### src/rtl/wb_burst_dma_pkg.sv
// Shared definitions for the Wishbone burst DMA: FSM states, register map
// offsets, CTRL bit positions and a byte-lane merge helper.
package wb_burst_dma_pkg;

  typedef enum logic [1:0] {
    IDLE   = 2'd0,
    ARB    = 2'd1,
    BURST  = 2'd2,
    UPDATE = 2'd3
  } dma_state_t;

  localparam logic [3:0] OFF_SRC  = 4'h0;
  localparam logic [3:0] OFF_LEN  = 4'h4;
  localparam logic [3:0] OFF_CTRL = 4'h8;

  localparam int CTRL_START = 0;
  localparam int CTRL_BUSY  = 1;
  localparam int CTRL_DONE  = 2;
  localparam int CTRL_IE    = 3;

  function automatic logic [31:0] byte_merge(input logic [31:0] old_v,
                                             input logic [31:0] new_v,
                                             input logic [3:0]  sel);
    logic [31:0] r;
    for (int b = 0; b < 4; b++)
      r[b*8 +: 8] = sel[b] ? new_v[b*8 +: 8] : old_v[b*8 +: 8];
    return r;
  endfunction

endpackage

### src/rtl/burst_fifo.sv
// First-word-fall-through FIFO holding DRAM beats on their way to the
// accelerator; the head entry is visible on dout whenever empty is low.
module burst_fifo #(
  parameter int WIDTH = 8,
  parameter int DEPTH = 4
) (
  input  logic                   clk,
  input  logic                   rst,
  input  logic                   push,
  input  logic [WIDTH-1:0]       din,
  input  logic                   pop,
  output logic [WIDTH-1:0]       dout,
  output logic [$clog2(DEPTH):0] count,
  output logic                   empty
);
  localparam int AW = $clog2(DEPTH);
  localparam logic [AW:0] FULL_CNT = (AW+1)'(DEPTH);

  logic [WIDTH-1:0] mem [DEPTH];
  logic [AW-1:0]    wr_ptr;
  logic [AW-1:0]    rd_ptr;
  logic             do_push;
  logic             do_pop;

  assign empty   = (count == '0);
  assign do_push = push && (count != FULL_CNT);
  assign do_pop  = pop && !empty;
  assign dout    = mem[rd_ptr];

  always_ff @(posedge clk) begin
    if (rst) begin
      wr_ptr <= '0;
      rd_ptr <= '0;
      count  <= '0;
    end else begin
      if (do_push) wr_ptr <= wr_ptr + 1'b1;
      if (do_pop)  rd_ptr <= rd_ptr + 1'b1;
      case ({do_push, do_pop})
        2'b10:   count <= count + 1'b1;
        2'b01:   count <= count - 1'b1;
        default: count <= count;
      endcase
    end
  end

  // Storage is pure data and is never reset; occupancy is tracked by count.
  always_ff @(posedge clk) begin
    if (do_push) mem[wr_ptr] <= din;
  end

endmodule

### src/rtl/wb_burst_dma.sv
// Multi-channel read DMA: Wishbone slave register file, round-robin burst
// reader on a Wishbone DRAM master, and a tagged stream to the accelerator.
module wb_burst_dma
  import wb_burst_dma_pkg::*;
#(
  parameter int          DATA_WIDTH = 32,
  parameter int          DEPTH      = 4,
  parameter int          NUM_CH     = 2,
  parameter logic [31:0] BASE_ADDR  = 32'h3000_0000,
  localparam int         CH_W       = (NUM_CH > 1) ? $clog2(NUM_CH) : 1
) (
  input  logic                  wb_clk_i,
  input  logic                  wb_rst_i,
  input  logic                  wbs_cyc_i,
  input  logic                  wbs_stb_i,
  input  logic                  wbs_we_i,
  input  logic [3:0]            wbs_sel_i,
  input  logic [31:0]           wbs_adr_i,
  input  logic [31:0]           wbs_dat_i,
  output logic                  wbs_ack_o,
  output logic [31:0]           wbs_dat_o,
  output logic                  dram_cyc_o,
  output logic                  dram_stb_o,
  output logic                  dram_we_o,
  output logic                  dram_burst_o,
  output logic [31:0]           dram_adr_o,
  input  logic                  dram_ack_i,
  input  logic [DATA_WIDTH-1:0] dram_dat_i,
  output logic                  acc_valid_o,
  input  logic                  acc_ready_i,
  output logic [DATA_WIDTH-1:0] acc_data_o,
  output logic [CH_W-1:0]       acc_ch_o,
  output logic                  acc_last_o,
  output logic                  irq_o
);
  localparam int BW = $clog2(DEPTH) + 1;
  localparam int FW = DATA_WIDTH + CH_W + 1;
  localparam logic [BW-1:0]   DEPTH_B  = BW'(DEPTH);
  localparam logic [15:0]     DEPTH_16 = 16'(DEPTH);
  localparam logic [CH_W-1:0] LAST_CH  = CH_W'(NUM_CH - 1);
  localparam logic [2:0]      NUM_CH_L = 3'(NUM_CH);

  logic [31:0]       src [NUM_CH];
  logic [15:0]       len [NUM_CH];
  logic [NUM_CH-1:0] busy;
  logic [NUM_CH-1:0] done;
  logic [NUM_CH-1:0] ie;

  logic              ack_q;
  logic [31:0]       dat_q;
  logic              irq_q;

  dma_state_t        state;
  dma_state_t        state_next;
  logic [CH_W-1:0]   cur_ch;
  logic [CH_W-1:0]   rr_ptr;
  logic [BW-1:0]     beats_left;
  logic [BW-1:0]     beats_total;
  logic              final_burst;
  logic [31:0]       adr_q;

  logic              wb_hit;
  logic              wb_req;
  logic [1:0]        reg_ch;
  logic [CH_W-1:0]   ch_idx;
  logic [3:0]        reg_off;
  logic              ch_ok;
  logic [31:0]       rd_val;
  logic [31:0]       wr_merged;

  logic              sel_found;
  logic [CH_W-1:0]   sel_ch;
  logic [CH_W-1:0]   cand;
  logic [BW-1:0]     arb_beats;

  logic              fifo_push;
  logic              fifo_pop;
  logic              fifo_empty;
  logic [FW-1:0]     fifo_din;
  logic [FW-1:0]     fifo_dout;
  logic [BW-1:0]     fifo_count;
  logic              unused_ok;

  assign unused_ok = ^wbs_adr_i[1:0];

  // Slave decode: ack_q blocks a second ack while the master still holds stb.
  assign wb_hit    = wbs_cyc_i & wbs_stb_i & (wbs_adr_i[31:8] == BASE_ADDR[31:8]);
  assign wb_req    = wb_hit & ~ack_q;
  assign reg_ch    = wbs_adr_i[5:4];
  assign ch_idx    = CH_W'(reg_ch);
  assign reg_off   = {wbs_adr_i[3:2], 2'b00};
  assign ch_ok     = (wbs_adr_i[7:6] == 2'b00) && ({1'b0, reg_ch} < NUM_CH_L);
  assign wr_merged = byte_merge(rd_val, wbs_dat_i, wbs_sel_i);

  always_comb begin
    rd_val = '0;
    if (ch_ok) begin
      case (reg_off)
        OFF_SRC:  rd_val = src[ch_idx];
        OFF_LEN:  rd_val = {16'b0, len[ch_idx]};
        OFF_CTRL: begin
          rd_val[CTRL_BUSY] = busy[ch_idx];
          rd_val[CTRL_DONE] = done[ch_idx];
          rd_val[CTRL_IE]   = ie[ch_idx];
        end
        default:  rd_val = '0;
      endcase
    end
  end

  always_ff @(posedge wb_clk_i) begin
    if (wb_rst_i) begin
      ack_q <= 1'b0;
      dat_q <= '0;
      irq_q <= 1'b0;
      busy  <= '0;
      done  <= '0;
      ie    <= '0;
      for (int c = 0; c < NUM_CH; c++) begin
        src[c] <= '0;
        len[c] <= '0;
      end
    end else begin
      ack_q <= wb_req;
      if (wb_req) dat_q <= rd_val;
      if (wb_req && wbs_we_i && ch_ok) begin
        case (reg_off)
          OFF_SRC:  if (!busy[ch_idx]) src[ch_idx] <= wr_merged & 32'hFFFF_FFFC;
          OFF_LEN:  if (!busy[ch_idx]) len[ch_idx] <= wr_merged[15:0];
          OFF_CTRL: if (wbs_sel_i[0]) begin
            ie[ch_idx] <= wbs_dat_i[CTRL_IE];
            if (wbs_dat_i[CTRL_DONE]) done[ch_idx] <= 1'b0;
            if (wbs_dat_i[CTRL_START] && !busy[ch_idx]) begin
              if (len[ch_idx] == 16'd0) done[ch_idx] <= 1'b1;
              else                      busy[ch_idx] <= 1'b1;
            end
          end
          default: ;
        endcase
      end
      // Burst bookkeeping lands after slave writes so a completion beats a DONE clear.
      if (state == UPDATE) begin
        src[cur_ch] <= src[cur_ch] + {{(30-BW){1'b0}}, beats_total, 2'b00};
        len[cur_ch] <= len[cur_ch] - 16'(beats_total);
        if (len[cur_ch] == 16'(beats_total)) begin
          busy[cur_ch] <= 1'b0;
          done[cur_ch] <= 1'b1;
        end
      end
      irq_q <= |(done & ie);
    end
  end

  assign wbs_ack_o = ack_q;
  assign wbs_dat_o = dat_q;
  assign irq_o     = irq_q;

  // Round-robin pick: first busy channel at or after rr_ptr.
  always_comb begin
    sel_found = 1'b0;
    sel_ch    = '0;
    cand      = '0;
    for (int i = 0; i < NUM_CH; i++) begin
      cand = CH_W'((int'(rr_ptr) + i) % NUM_CH);
      if (!sel_found && busy[cand]) begin
        sel_found = 1'b1;
        sel_ch    = cand;
      end
    end
  end

  assign arb_beats = (len[sel_ch] >= DEPTH_16) ? DEPTH_B : BW'(len[sel_ch]);

  always_ff @(posedge wb_clk_i) begin
    if (wb_rst_i) state <= IDLE;
    else          state <= state_next;
  end

  always_comb begin
    state_next   = state;
    dram_cyc_o   = 1'b0;
    dram_stb_o   = 1'b0;
    dram_burst_o = 1'b0;
    case (state)
      IDLE:   if (|busy && fifo_count == '0) state_next = ARB;
      ARB:    state_next = sel_found ? BURST : IDLE;
      BURST: begin
        dram_cyc_o   = 1'b1;
        dram_stb_o   = 1'b1;
        dram_burst_o = 1'b1;
        if (dram_ack_i && beats_left == BW'(1)) state_next = UPDATE;
      end
      UPDATE: state_next = IDLE;
      default: state_next = IDLE;
    endcase
  end

  always_ff @(posedge wb_clk_i) begin
    if (wb_rst_i) begin
      cur_ch      <= '0;
      rr_ptr      <= '0;
      beats_left  <= '0;
      beats_total <= '0;
      final_burst <= 1'b0;
      adr_q       <= '0;
    end else begin
      case (state)
        ARB: begin
          cur_ch      <= sel_ch;
          rr_ptr      <= (sel_ch == LAST_CH) ? '0 : sel_ch + 1'b1;
          adr_q       <= src[sel_ch];
          beats_total <= arb_beats;
          beats_left  <= arb_beats;
          final_burst <= (len[sel_ch] <= DEPTH_16);
        end
        BURST: if (dram_ack_i) begin
          adr_q      <= adr_q + 32'd4;
          beats_left <= beats_left - 1'b1;
        end
        default: ;
      endcase
    end
  end

  assign dram_we_o  = 1'b0;
  assign dram_adr_o = adr_q;

  assign fifo_push = (state == BURST) && dram_ack_i;
  assign fifo_din  = {dram_dat_i, cur_ch, final_burst && (beats_left == BW'(1))};
  assign fifo_pop  = acc_valid_o & acc_ready_i;

  burst_fifo #(
    .WIDTH (FW),
    .DEPTH (DEPTH)
  ) u_fifo (
    .clk   (wb_clk_i),
    .rst   (wb_rst_i),
    .push  (fifo_push),
    .din   (fifo_din),
    .pop   (fifo_pop),
    .dout  (fifo_dout),
    .count (fifo_count),
    .empty (fifo_empty)
  );

  assign acc_valid_o = ~fifo_empty;
  assign acc_data_o  = fifo_empty ? '0 : fifo_dout[FW-1 -: DATA_WIDTH];
  assign acc_ch_o    = fifo_empty ? '0 : fifo_dout[CH_W:1];
  assign acc_last_o  = ~fifo_empty & fifo_dout[0];

endmodule

### config.mk
export PLATFORM = sky130hd
export DESIGN_NAME = wb_burst_dma
export DESIGN_NICKNAME = d
export VERILOG_FILES = /design/src/rtl/wb_burst_dma_pkg.sv /design/src/rtl/burst_fifo.sv /design/src/rtl/wb_burst_dma.sv
export SDC_FILE = /design/constraint.sdc
export NUM_CORES = 1
export LEC_CHECK = 0
export CAP_MARGIN = 20
export CORE_ASPECT_RATIO = 1.25
export CORE_MARGIN = 1.5
export CORE_UTILIZATION = 40
export DETAILED_ROUTE_END_ITERATION = 10
export DONT_BUFFER_PORTS = 1
export GPL_TIMING_DRIVEN = 0
export HOLD_SLACK_MARGIN = 0.12
export PLACE_DENSITY = 0.61
export SYNTH_ARGS = -nofsm -noshare
export SYNTH_HDL_FRONTEND = slang
export SYNTH_SLANG_ARGS = --single-unit
### constraint.sdc
create_clock -name wb_clk_i -period 17.7 [get_ports wb_clk_i]
set_input_delay 3.54 -clock wb_clk_i [delete_from_list [all_inputs] [get_ports wb_clk_i]]
set_output_delay 3.54 -clock wb_clk_i [all_outputs]
set_load 0.005 [all_outputs]
==> results of run 1 <==
[per-layer routing]
metal	vias up	track usage [%]	part of all wire, %
met5	-	0	0
met4	0	14.5	5.7
met3	127	5.52	8.6
met2	621	43.8	50
met1	6361	28.4	36
li1	5927	-	-
[cell families after synthesis]
family / after synthesis
AND/OR/NAND/NOR: 577
multiplexers: 157
AO/OA/AOI/OAI: 291
buffers and inverters: 131
adder cells (fa/ha/maj): 17
flip-flops: 325
XOR/XNOR: 54
other: 1
[synth_stat cells, types with 14 or more instances]
cell        n
nor3_1     28
clkbuf_1   66
nand2_1   232
o22ai_1    43
inv_1      28
o21ai_0    59
edfxtp_1  232
dfxtp_1    93
a31oi_1    15
nor4_1     15
and2_1     57
mux2i_1    99
mux4_2     50
o21ai_1    21
buf_2      21
ha_1       14
nor2_1     92
nand4_1    22
xnor2_1    20
nand3_1    38
a21oi_1    92
xor2_1     34
[worst register-to-register path, stage by stage, from the launching register on]
cell      delay (ns)
dfxtp_1         0.34
buf_6           0.17
buf_12          0.17
buf_12          0.16
buf_6           0.17
buf_2           0.31
buf_2           0.38
buf_2           0.43
mux2i_1         0.35
inv_1           0.07
ha_1            0.29
nor2b_1         0.13
o21ai_0         0.69
or3b_1          0.56
nand2b_1        0.21
xnor2_1         0.26
o22ai_1         0.12
[registers in the layout (all words and copies together) (netlist names), 3 cells and up, named ones only]
| register | cells |
|---|---|
| len | 32 |
| u_fifo.mem | 136 |
| beats_total | 3 |
| src | 64 |
| wbs_dat_o | 32 |
| u_fifo.count | 3 |
| beats_left | 3 |
| dram_adr_o | 32 |
[area by class of cell]
cell class	count	area, um2	area share, %
Antenna cell	3	7.51	0.0390
Multi-Input combinational cell	1097	7720	40.2
Clock buffer	49	1030	5.38
Buffer	101	468	2.43
Clock inverter	15	155	0.807
Timing Repair Buffer	17	198	1.03
Tap cell	559	699	3.64
Sequential cell	325	8830	45.9
Inverter	30	113	0.586
[through the flow]
step	util, %	worst slack [ns]	area, um2
after floorplan	-	9.07	17100
after global placement	42.2	5.76	17800
after detailed placement	42.8	10.56	18000
after CTS	45.6	11.14	19200
after global routing	45.6	11.05	19200
final	45.6	11.11	19200
[power by group through the flow]
stage / Combinational (mW) / Sequential, mW / Clock (mW)
floorplan: 0.0411 / 0.844 / 0
global placement: 0.0579 / 0.850 / 0
detailed placement: 0.0616 / 0.848 / 0
CTS: 0.0620 / 0.832 / 0.775
global route: 0.0663 / 0.833 / 0.798
finish: 0.0625 / 0.833 / 0.757
[how the worst min path moves through the flow]
stage / endpoint / cells after the start / startpoint / slack [ns]
5_1_grt: wbs_dat_o[25] / 2 / wbs_dat_o[25] / 0.50
3_5_place_dp: wbs_dat_o[14] / 2 / wbs_dat_o[14] / 0.47
4_1_cts: wbs_dat_o[18] / 2 / wbs_dat_o[18] / 0.47
2_1_floorplan: wbs_dat_o[0] / 2 / wbs_dat_o[0] / 0.45
6_report: wbs_dat_o[27] / 2 / wbs_dat_o[27] / 0.47
3_3_place_gp: wbs_dat_o[11] / 2 / wbs_dat_o[11] / 0.46
==> results.toml, run 1 <==
[routing]
via_per_inst = 5.94
wl_um = 55500
drt.antenna.violating_nets = 0
drc = 0
route.detailed.wl_per_inst_um = 25.3
via_count = 13036
drt_pre_antenna_iters = 5
drtIter0Drc = 1136

[critical_path]
cp_slowest_cell = "o41ai_2"
slowest_delay_ns = 0.93
start_kind = "input pin"
crit_family = "buffers and inverters"
crit_end = "src[0][20]"
rrSetupSlack_ns = 12.63
cp_num_buf_inv = 7
reg2reg_to = "len[0][15]"
required_ns = 17.96
cp.depth = 10
crit_path_frequent_cell = "buf_4"
critPathLaunch = "wbs_adr_i[7]"
path_cells = "or3_1 -> clkbuf_1 -> or3_1 -> buf_2 -> clkbuf_1 -> o41ai_2 -> buf_4 -> buf_4 -> buf_4 -> buf_4"
crit_type = "input pin to register"
reg2reg_depth = 16
cp_max_fo = 10
worst-endpoint-arrival_ns = 6.85
end_kind = "register"

[finish]
layout_common_cells = "nand2_1, edfxtp_1, mux2i_1, dfxtp_1"
synthToLayoutAreaGrowth_pct = 12.5
fin_cells = 2196
fillers = 3959
layout.nets = 1732
drive_above_1_share_pct = 12.4

[global_route]
antenna_found_initial = 2
grtUsageTotal_pct = 25.1
grt_pass1_wl_um = 82200
grt-ovfl-total = 0
grt_start_max_net_pins = 32
grt_pass1_vias = 13131

[clock_network]
hold_buffers = 0
clock_latency_ns = 0.54
cts_setup_buffers = 0
cts_resized = 0
cts.sinks = 325
cts_tree = "built"
numCtsBuffers = 36
cts_max_level = 2
cts_root_buf = "clkbuf_16"
clockBufferDepth = 3
clkTransAtPathRegs_ns = 0.06

[power_and_ir_drop]
seq_power_share_pct = 50.4
powerDensity_nw_per_um2 = 86.0
internal_power_mw = 1.29
p_switching_mw = 0.367
power.leakage_nw = 6.25
combPwrFrac_pct = 3.8
peakVddDrop_mv = 0.0518
power_frac_clock_pct = 45.8
swShare_pct = 22.2
total_power_mw = 1.65

[logic_synthesis]
synthFlopType = "edfxtp_1"
synthAdderAreaFrac_pct = 1.38
syn_area_per_cell_um2 = 11.0
synth_compound_area_share_pct = 10.6
synth_xor_area_share_pct = 2.77
synth_fp_nets = 1677
synth.area.top_cells = "edfxtp_1, dfxtp_1, mux4_2"
synth_area_um2 = 17100
muxShareOfSynthArea_pct = 12.9
synthSimpleGateAreaFrac_pct = 17.2
ys_seq_area_share_pct = 51.7
synth_edf_count = 232
yosysWarnings = 0
synth_cell_type_count = 79
synth_seq_cells = 325
synth_cells = 1553
netlist.area_leader.share_pct = 40.8
async_flop_share_pct = 0
synth_top_family_by_area = "simple AND/OR/NAND/NOR gates"
synth_largest_area_cell = "edfxtp_1"

[run]
drv_cap = 0

[sta]
worst_slew_pin_slew_ns = 1.03
slew_headroom_pct = 31.3
timing.hold.ws_ns = 0.471
max_freq_ghz = 0.152
min_period_over_period_pct = 37.2
finalHoldViolations = 0
setup_viol = 0
rsz0062_at_grt = "no"
finalSetupTns_ns = 0
period_needed_ns = 6.59
slew_violations = 0
finalClockSkew_ns = 0.0168

[floorplanning]
rows = 84
start_util_pct = 40.5
core_area_um2 = 42100
fp.dieArea_um2 = 44000
pin_count = 212
die_w_um = 188
die_y_um = 234

[placement]
dp.cells = 2129
io_buffers = 0
place_hpwl_um = 42200
gp_congestion = 0.935

[run_status]
status = "completed"

[min_path]
hold_class = "register to register"
Note: power is estimated with default switching activity, not from simulation.
==> inputs of run 2 (changes only) <==
==> constraint.sdc (replaced) <==
create_clock -name wb_clk_i -period 6.1 [get_ports wb_clk_i]
set_input_delay 1.22 -clock wb_clk_i [delete_from_list [all_inputs] [get_ports wb_clk_i]]
set_output_delay 1.22 -clock wb_clk_i [all_outputs]
set_load 0.005 [all_outputs]
==> results of run 2 <==
The final DEF is identical to that of run 1. Status: completed.
Main changes from that run: setup slack after placement 10.56 ns -> 1.16 ns; setup slack after layout 11.11 ns -> 1.03 ns; end point of the critical path src[0][20] -> len[0][15]; register-to-register setup slack 12.63 ns -> 1.03 ns; total power 1.65 mW -> 4.79 mW; worst IR drop on VDD 0.0518 mV -> 0.150 mV
==> inputs of run 3 (changes only) <==
==> constraint.sdc (replaced) <==
create_clock -name wb_clk_i -period 5.2 [get_ports wb_clk_i]
set_input_delay 1.04 -clock wb_clk_i [delete_from_list [all_inputs] [get_ports wb_clk_i]]
set_output_delay 1.04 -clock wb_clk_i [all_outputs]
set_load 0.005 [all_outputs]
==> run 3 against run 2 <==
Worst hold slack unchanged. Sequential power increased by 17%. Global-route usage unchanged. Highest routed layer unchanged.
==> results.toml, run 3 (synthesis results as in run 1) <==
[critical_path]
cp_max_fo = 10
rrSetupSlack_ns = 0.29
worst-endpoint-arrival_ns = 5.18
crit_type = "register to register"
end_kind = "register"
required_ns = 5.46
start_kind = "register"

[routing]
via_per_inst = 5.94
drc = 0
via_count = 13036
drt.antenna.violating_nets = 0
drtIter0Drc = 1136
route.detailed.wl_per_inst_um = 25.3
wl_um = 55500
drt_pre_antenna_iters = 5

[clock_network]
numCtsBuffers = 36
clockBufferDepth = 3
clkTransAtPathRegs_ns = 0.06
cts_setup_buffers = 0
cts_resized = 0
cts_root_buf = "clkbuf_16"
cts_tree = "built"
clock_latency_ns = 0.54
hold_buffers = 0
cts_max_level = 2
cts.sinks = 325

[global_route]
grt_pass1_vias = 13131
grt_pass1_wl_um = 82200
grt-ovfl-total = 0
grtUsageTotal_pct = 25.1
antenna_found_initial = 2
grt_start_max_net_pins = 32

[floorplanning]
pin_count = 212
die_w_um = 188
rows = 84
die_y_um = 234
fp.dieArea_um2 = 44000
core_area_um2 = 42100
start_util_pct = 40.5

[sta]
period_needed_ns = 4.91
timing.hold.ws_ns = 0.471
finalHoldViolations = 0
max_freq_ghz = 0.203
slew_headroom_pct = 31.3
setup_viol = 0
worst_slew_pin_slew_ns = 1.03
finalClockSkew_ns = 0.0166
rsz0062_at_grt = "no"
min_period_over_period_pct = 94.5
slew_violations = 0

[placement]
io_buffers = 0
gp_congestion = 0.935
place_hpwl_um = 42200
dp.cells = 2129

[finish]
layout_common_cells = "nand2_1, edfxtp_1, mux2i_1, dfxtp_1"
top_regs = "u_fifo.mem: 136 flops, src: 64 flops"
top_register = "u_fifo.mem"
utilization_pct = 45.6
largest_reg_flops = 136
drive_above_1_share_pct = 12.4
fin_cells = 2196
synthToLayoutAreaGrowth_pct = 12.5
layout.nets = 1732

[power_and_ir_drop]
power.leakage_nw = 6.25
peakVddDrop_mv = 0.176
powerDensity_nw_per_um2 = 293

[min_path]
hold_class = "register to register"

[run_status]
status = "completed"

[run]
drv_cap = 0
run 3: cell count changes in the layout (fill, tap and decap cells not counted):
cell     before  now
o21ai_0      59   58
o21ai_1      21   22
run 3: final timing paths:
check	from	to	cells after the start
worst max-delay path	register	src[1][31]	15
worst min-delay path	wbs_dat_o[27]	wbs_dat_o[27]	2
worst max register to register	register	src[1][31]	15
worst min register to register	wbs_dat_o[27]	wbs_dat_o[27]	2
run 3: metal layers:
layer  GRT usage [%]  vias to the layer above  part of all wire, %
met3            5.52                      127                  8.5
li1                -                     5927                    -
met5               0                        -                    0
met2            43.8                      614                   50
met1            28.4                     6368                   36
met4            14.5                        0                  5.7
run 3: area by class of cell:
class                   count  area (um2)
diodes                      3        7.51
plain buffers             101         468
clock buffers              49        1030
clock inverters            15         155
fillers                  3959       22900
inverters                  30         113
multi-input cells        1097        7720
flip-flops and latches    325        8830
well taps                 559         699
repair buffers             17         198
run 3: worst max-delay path, stage by stage (launching register included):
cell and delay [ns]:
dfxtp_1 0.34, buf_6 0.17, buf_12 0.16, buf_12 0.16, buf_6 0.16, buf_2 0.31
buf_2 0.37, buf_2 0.43, mux2_2 0.38, ha_1 0.33, nand3_1 0.24, a221oi_4 0.68
nand4_2 0.23, nor3_2 0.31, xor2_1 0.22, o22ai_1 0.10
run 3: where the power goes:
| part | leakage (nW) | switching (mW) | total [mW] | internal (mW) |
|---|---|---|---|---|
| clock network | 0.576 | 1.07 | 2.58 | 1.51 |
| logic | 2.71 | 0.135 | 0.213 | 0.0775 |
| registers | 2.97 | 0.0408 | 2.83 | 2.79 |
| total | 6.25 | 1.25 | 5.62 | 4.38 |
run 3: stage by stage:
| step | area (um2) | total power [mW] | TNS (ns) | worst slack, ns |
|---|---|---|---|---|
| 2_1_floorplan | 17100 | 3.01 | -59.82 | -0.935 |
| 4_1_cts | 19200 | 5.68 | 0 | 0.237 |
| 3_3_place_gp | 17800 | 3.09 | -285.77 | -4.24 |
| 5_1_grt | 19200 | 5.78 | 0 | 0.124 |
| 6_report | 19200 | 5.62 | 0 | 0.285 |
| 3_5_place_dp | 18000 | 3.10 | 0 | 0.257 |
